===== src/rtl/pin_entry_pkg.sv =====
// -----------------------------------------------------------------------------
// pin_entry_pkg
// Shared definitions for the PIN entry front end: keypad code points and the
// controller state encoding.
// -----------------------------------------------------------------------------
package pin_entry_pkg;

   // Keypad codes 0-9 are digits. The codes below are function keys.
   // Codes 4'hD-4'hF are reserved. They count as activity but are otherwise ignored.
   localparam logic [3:0] KEY_DIGIT_MAX = 4'h9;
   localparam logic [3:0] KEY_BKSP      = 4'hA;
   localparam logic [3:0] KEY_ENTER     = 4'hB;
   localparam logic [3:0] KEY_CANCEL    = 4'hC;

   typedef enum logic [2:0] {
      IDLE    = 3'd0,
      COLLECT = 3'd1,
      PRESENT = 3'd2,
      DONE    = 3'd3,
      LOCKED  = 3'd4
   } state_e;

   function automatic logic is_digit(input logic [3:0] code);
      return (code <= KEY_DIGIT_MAX);
   endfunction

endpackage


===== src/rtl/inactivity_timer.sv =====
// -----------------------------------------------------------------------------
// inactivity_timer
// Counts idle cycles while enabled. It saturates at TIMEOUT_CYCLES-1 and flags
// expiry at that count.
//
// Ports:
//   clk      in   clock
//   rst      in   asynchronous active-high reset (count -> 0)
//   clear    in   synchronous clear. It has priority over counting.
//   enable   in   count one per cycle while high.
//   expired  out  high while enabled and the count equals TIMEOUT_CYCLES-1.
// -----------------------------------------------------------------------------
module inactivity_timer #(
   parameter int TIMEOUT_CYCLES = 1000,
   parameter int CNT_W          = 16
) (
   input  logic clk,
   input  logic rst,
   input  logic clear,
   input  logic enable,
   output logic expired
);

   localparam logic [CNT_W-1:0] LAST = CNT_W'(TIMEOUT_CYCLES - 1);

   logic [CNT_W-1:0] count_q;
   logic [CNT_W-1:0] count_d;

   assign expired = enable && (count_q == LAST);

   // The count holds once it reaches LAST. The owner acts on expiry that
   // cycle and then clears the timer.
   always_comb begin
      count_d = count_q;
      if (clear) begin
         count_d = '0;
      end else if (enable && !expired) begin
         count_d = count_q + CNT_W'(1);
      end
   end

   always_ff @(posedge clk or posedge rst) begin
      if (rst) begin
         count_q <= '0;
      end else begin
         count_q <= count_d;
      end
   end

endmodule


===== src/rtl/pin_entry_ctrl.sv =====
// -----------------------------------------------------------------------------
// pin_entry_ctrl
// Keypad front end for the ATM authentication FSM. It collects four PIN digits
// with backspace, enter and cancel. It then presents the frozen PIN with a
// valid flag, waits for the accept or reject verdict, and enforces both an
// inactivity timeout and a wrong-PIN attempt limit that retains the card.
//
// Ports:
//   clk, rst             clock; asynchronous active-high reset
//   card_present    in   level: a card is in the slot
//   key_valid       in   one-cycle keypad strobe
//   key_code[3:0]   in   0-9 digit, A bksp, B enter, C cancel, D-F ignored
//   pin_accept      in   verdict pulse: PIN matched
//   pin_reject      in   verdict pulse: PIN mismatch. It wins over accept.
//   pin0..pin3[3:0] out  captured digits. pin0 is the first digit typed.
//   pin_valid       out  PIN frozen and ready for compare
//   digit_count[2:0]out  digits currently held (0..4)
//   attempts_left   out  remaining tries
//   timeout         out  pulse on inactivity abort
//   eject_card      out  pulse requesting card return
//   card_locked     out  level: card retained until reset
// All outputs are registered.
// -----------------------------------------------------------------------------
module pin_entry_ctrl
   import pin_entry_pkg::*;
#(
   parameter int PIN_DIGITS     = 4,
   parameter int TIMEOUT_CYCLES = 1000,
   parameter int MAX_ATTEMPTS   = 3,
   parameter int CNT_W          = 16
) (
   input  logic       clk,
   input  logic       rst,
   input  logic       card_present,
   input  logic       key_valid,
   input  logic [3:0] key_code,
   input  logic       pin_accept,
   input  logic       pin_reject,
   output logic [3:0] pin0,
   output logic [3:0] pin1,
   output logic [3:0] pin2,
   output logic [3:0] pin3,
   output logic       pin_valid,
   output logic [2:0] digit_count,
   output logic [1:0] attempts_left,
   output logic       timeout,
   output logic       eject_card,
   output logic       card_locked
);

   localparam logic [2:0] FULL_COUNT = 3'(PIN_DIGITS);
   localparam logic [1:0] MAX_ATT    = 2'(MAX_ATTEMPTS);

   state_e     state_q, state_d;
   logic [3:0] pin_q [4];
   logic [3:0] pin_d [4];
   logic [2:0] cnt_q, cnt_d;
   logic       valid_q, valid_d;
   logic [1:0] att_q, att_d;
   logic       timeout_q, timeout_d;
   logic       eject_q, eject_d;
   logic       locked_q, locked_d;

   logic       timer_clear;
   logic       timer_enable;
   logic       timer_expired;
   logic [1:0] wr_idx;
   logic [1:0] bk_idx;
   logic [1:0] att_dec;

   // The timer runs only while collecting. Any keypad strobe restarts it.
   // This includes ignored codes.
   assign timer_enable = (state_q == COLLECT);
   assign timer_clear  = (state_q != COLLECT) || key_valid;

   inactivity_timer #(
      .TIMEOUT_CYCLES (TIMEOUT_CYCLES),
      .CNT_W          (CNT_W)
   ) u_timer (
      .clk     (clk),
      .rst     (rst),
      .clear   (timer_clear),
      .enable  (timer_enable),
      .expired (timer_expired)
   );

   always_comb begin
      state_d   = state_q;
      pin_d     = pin_q;
      cnt_d     = cnt_q;
      valid_d   = valid_q;
      att_d     = att_q;
      timeout_d = 1'b0;
      eject_d   = 1'b0;
      locked_d  = locked_q;

      wr_idx  = cnt_q[1:0];
      bk_idx  = 2'(cnt_q - 3'd1);
      att_dec = att_q - 2'd1;

      case (state_q)
         IDLE: begin
            if (card_present) begin
               state_d = COLLECT;
               pin_d   = '{default: 4'h0};
               cnt_d   = 3'd0;
               valid_d = 1'b0;
               att_d   = MAX_ATT;
            end
         end

         COLLECT: begin
            if (!card_present) begin
               // The card was pulled out, so there is nothing to eject.
               state_d = IDLE;
               pin_d   = '{default: 4'h0};
               cnt_d   = 3'd0;
            end else if (key_valid && (key_code == KEY_CANCEL)) begin
               state_d = IDLE;
               eject_d = 1'b1;
               pin_d   = '{default: 4'h0};
               cnt_d   = 3'd0;
            end else if (key_valid) begin
               // A key in the same cycle as expiry wins. The timer clears on the key.
               if (is_digit(key_code)) begin
                  if (cnt_q < FULL_COUNT) begin
                     pin_d[wr_idx] = key_code;
                     cnt_d         = cnt_q + 3'd1;
                  end
               end else if (key_code == KEY_BKSP) begin
                  if (cnt_q != 3'd0) begin
                     pin_d[bk_idx] = 4'h0;
                     cnt_d         = cnt_q - 3'd1;
                  end
               end else if (key_code == KEY_ENTER) begin
                  if (cnt_q == FULL_COUNT) begin
                     state_d = PRESENT;
                     valid_d = 1'b1;
                  end
               end
            end else if (timer_expired) begin
               state_d   = IDLE;
               timeout_d = 1'b1;
               eject_d   = 1'b1;
               pin_d     = '{default: 4'h0};
               cnt_d     = 3'd0;
            end
         end

         PRESENT: begin
            if (!card_present) begin
               state_d = IDLE;
               valid_d = 1'b0;
               pin_d   = '{default: 4'h0};
               cnt_d   = 3'd0;
            end else if (pin_reject) begin
               att_d   = att_dec;
               valid_d = 1'b0;
               if (att_dec == 2'd0) begin
                  // The card is retained, so no eject is requested.
                  state_d  = LOCKED;
                  locked_d = 1'b1;
               end else begin
                  state_d = COLLECT;
                  pin_d   = '{default: 4'h0};
                  cnt_d   = 3'd0;
               end
            end else if (pin_accept) begin
               state_d = DONE;
               valid_d = 1'b0;
            end
         end

         DONE: begin
            if (!card_present) begin
               state_d = IDLE;
            end
         end

         LOCKED: begin
            // Only reset leaves this state.
            locked_d = 1'b1;
         end

         default: begin
            state_d = IDLE;
         end
      endcase
   end

   always_ff @(posedge clk or posedge rst) begin
      if (rst) begin
         state_q   <= IDLE;
         for (int i = 0; i < 4; i++) begin
            pin_q[i] <= 4'h0;
         end
         cnt_q     <= 3'd0;
         valid_q   <= 1'b0;
         att_q     <= MAX_ATT;
         timeout_q <= 1'b0;
         eject_q   <= 1'b0;
         locked_q  <= 1'b0;
      end else begin
         state_q   <= state_d;
         pin_q     <= pin_d;
         cnt_q     <= cnt_d;
         valid_q   <= valid_d;
         att_q     <= att_d;
         timeout_q <= timeout_d;
         eject_q   <= eject_d;
         locked_q  <= locked_d;
      end
   end

   assign pin0          = pin_q[0];
   assign pin1          = pin_q[1];
   assign pin2          = pin_q[2];
   assign pin3          = pin_q[3];
   assign pin_valid     = valid_q;
   assign digit_count   = cnt_q;
   assign attempts_left = att_q;
   assign timeout       = timeout_q;
   assign eject_card    = eject_q;
   assign card_locked   = locked_q;

endmodule


===== config.mk =====
export PLATFORM = sky130hd
export DESIGN_NAME = pin_entry_ctrl
export DESIGN_NICKNAME = d
export VERILOG_FILES = /design/src/rtl/pin_entry_pkg.sv /design/src/rtl/inactivity_timer.sv /design/src/rtl/pin_entry_ctrl.sv
export SDC_FILE = /design/constraint.sdc
export NUM_CORES = 1
export LEC_CHECK = 0
export CORE_UTILIZATION = 43
export DETAILED_ROUTE_END_ITERATION = 8
export PLACE_DENSITY_LB_ADDON = 0.2
export SLEW_MARGIN = 25
export SYNTH_ARGS = -nofsm -noshare
export SYNTH_HDL_FRONTEND = slang
export SYNTH_SLANG_ARGS = --single-unit

===== constraint.sdc =====
create_clock -name clk -period 1.9 [get_ports clk]
set_input_delay 0.57 -clock clk [delete_from_list [all_inputs] [get_ports clk]]
set_output_delay 0.57 -clock clk [all_outputs]
set_load 0.005 [all_outputs]

==> impl_metrics.json <==
{
  "start_util": 0.449,
  "highest_layer": "met4",
  "fin_crit_ps": 1900,
  "synth_top_area_share": 0.422,
  "numClockSinks": 44,
  "synth_top_cell_by_area": "dfrtp_1",
  "h-tree-depth": 2,
  "cts.clk_slew.worst_paths_ps": 90,
  "wl_met3_um": 171,
  "pwr-share-seq": 0.390,
  "timing.hold.ws_ps": 476,
  "cp_max_fo": 5,
  "slowest_stage": "clkdlybuf4s50_1",
  "num-nets-final": 360,
  "clk_latency_ps": 300,
  "p_sw_uw": 864,
  "numCtsBuffers": 5,
  "cp.required_ps": 2100,
  "wire_per_inst_um": 14.8,
  "cts_hold_buffers": 0,
  "path_depth": 8,
  "routed_via_density": 5.45,
  "synth.distinct_cells": 50,
  "crit_family": "buffers and inverters",
  "crit_chain": "clkdlybuf4s50_1 -> nand2b_4 -> a21o_1 -> a211oi_2 -> buf_4 -> o211ai_1 -> buf_4 -> a21o_1",
  "met1_length_um": 2870,
  "grt_pass1_vias": 2176,
  "antenna_found_initial": 0,
  "nFillCells": 453,
  "reg2reg_to": "pin2[1]",
  "drc": 0,
  "post-route-worst-setup-slack_ps": -3.82,
  "synthesis.nets": 274,
  "ir_drop_v": 0.000497,
  "grt.total_usage": 0.206,
  "rows": 27,
  "violations": "setup timing",
  "die_h_um": 78.1,
  "min_delay_path_depth": 1,
  "p_int_mw": 1.74,
  "met2WireLength_um": 2980,
  "drtIter0Drc": 112,
  "worstMarginPinSlew_ps": 523,
  "root_buffer": "clkbuf_8",
  "multi_input_area_um2": 1460,
  "critPathMaxStageDelay_ps": 530,
  "vias": 2257,
  "syn_area_um2": 2490,
  "drive_gt1_frac": 0.292,
  "period_share": 1.00,
  "setup_tns_ps": -3.82,
  "crit_start": "pin_reject",
  "tritoncts": "done",
  "switching_share": 0.332,
  "dr.pass1.iters": 4,
  "finClkSkew_ps": 6.32,
  "endpoint_kind": "flip-flop",
  "syn_area_per_cell_um2": 9.76,
  "yosys-top-cells-area": "dfrtp_1 42%, nor2_1 4.7%, ha_1 4.5%",
  "dieArea_um2": 6100,
  "dp_slack_ps": -551,
  "max_slew_margin": 0.649,
  "power_density_nw_per_um2": 728,
  "final_area_um2": 3580,
  "grt_overflow_total": 0,
  "yosysWarnings": 0,
  "cts.path.max_buffers": 2,
  "reg2reg_depth": 9,
  "cp_num_buf_inv": 3,
  "p_leak_nw": 1.54,
  "antenna_left": 0,
  "antenna_cells": 0,
  "status": "complete, but fails checks",
  "area_growth_pct": 43.7,
  "grt_pass1_wl_um": 9900,
  "clock_power_share": 0.238,
  "io_buffers": 34,
  "async_flop_share": 1.00,
  "startpoint_type": "input pin",
  "grt_max_degree": 34,
  "synth_cells": 255,
  "crit_arrival_ps": 2100,
  "die_x_um": 78.1,
  "gp_congestion": 0.830,
  "synth_flop_cell": "dfrtp_1",
  "pwr-share-comb": 0.372,
  "r2r_setup_slack_ps": 10,
  "cp-endpoint": "pin2[1]",
  "seqCellArea_um2": 1100,
  "setup_violations": 1,
  "dp_hpwl_um": 4200,
  "synth_seq_cells": 44,
  "hold_viol_final": 0,
  "rsz0062_at_grt": "yes",
  "drv_slew": 0,
  "yosysSeqAreaShare": 0.443,
  "r2r-start": "attempts_left[1]",
  "core_um2": 5540,
  "hp-class": "reg2reg",
  "maxCapViolations": 0,
  "synth-edff-count": 0,
  "ios": 35,
  "drt_wl_total_um": 6140,
  "dpl_cell_area_um2": 3250,
  "path_class": "in2reg",
  "max_freq_ghz": 0.525
}
worst register-to-register path: stages, from the launching register on:
cell	delay, ps
dfstp_2	540
inv_2	40
ha_4	140
nand2b_4	140
a21o_1	160
a211oi_2	180
buf_4	180
o211ai_1	90
buf_4	160
a21o_1	150
power by group through the flow:
stage                     sequential [mW]  clock, mW  combinational (mW)
after floorplan                      1.05          0               0.441
after global placement               1.03          0               0.829
after detailed placement             1.04          0               0.835
after CTS                            1.02      0.638               0.912
after global routing                 1.02      0.675                1.05
final                                1.02      0.619               0.970
layout make-up:
cell class | count | area share
multi-input combinational | 192 | 0.408
sequential | 44 | 0.309
timing repair buffer | 91 | 0.224
clock inverter | 1 | 0.00210
clock buffer | 7 | 0.0241
tap | 72 | 0.0252
inverter | 7 | 0.00735
cells in the final DEF, fill, tap and decap left out, drive strengths merged, types with 8 or more instances in the layout:
cell           synthesis  final
a21oi                 17     17
nor3                   8      8
o2bb2ai               11     11
buf                    7     57
nand3                 10     10
nor2                  31     31
clkdlybuf4s50          0     26
ha                     9      9
nand2                 11     11
and3                   8      8
dfrtp                 42     42
flip-flops by register name (all words and copies together), names as in the netlist:
| register | count |
|---|---|
| u_timer.count_q | 16 |
| pin0 | 4 |
| pin1 | 4 |
| pin2 | 4 |
| pin3 | 4 |
| digit_count | 3 |
| state_q | 3 |
| attempts_left | 2 |
| card_locked | 1 |
| eject_card | 1 |
| pin_valid | 1 |
| timeout | 1 |
logic make-up after synthesis:
logic type / share of synthesized area
buffers and inverters: 0.0332
AND/OR/NAND/NOR: 0.231
multiplexers: 0.00804
AO/OA/AOI/OAI: 0.193
XOR/XNOR: 0.0457
adder cells (fa/ha/maj): 0.0452
flip-flops: 0.443
per-layer routing:
layer / vias up / track usage
li1: 1105 / -
met1: 1095 / 0.269
met2: 44 / 0.339
met3: 13 / 0.0395
met4: 0 / 0.0759
met5: - / 0
worst min-delay path by stage:
stage                       end         from  slack (ps)
finish              card_locked  card_locked         480
global route        card_locked  card_locked         500
CTS                 card_locked  card_locked         480
detailed placement  card_locked  card_locked         460
global placement    card_locked  card_locked         450
floorplan           card_locked  card_locked         460
per-stage QoR:
| stage | util | total power [mW] | std cells |
|---|---|---|---|
| floorplan | - | 1.49 | 255 |
| global placement | 0.586 | 1.86 | 397 |
| detailed placement | 0.586 | 1.87 | 397 |
| CTS | 0.627 | 2.56 | 410 |
| global route | 0.646 | 2.75 | 414 |
| finish | 0.646 | 2.60 | 414 |
synthesized netlist by cell type (6+ instances only):
master	number
buf_2	6
nor3_1	7
nand2b_1	6
nor2_1	31
nand2_1	11
nand3_1	10
ha_1	9
inv_1	7
and3_1	8
dfrtp_1	42
xnor2_1	7
o2bb2ai_1	11
xor2_1	6
a21oi_1	16
timing repair:
item / 4_1_cts / 5_1_grt
pin swaps: 11 / 14
resized for setup: 29 / 13
buffers inserted: 5 / 4
endpoints found under the setup margin: 23 / 22
Note: power is estimated with default switching activity, not from simulation.
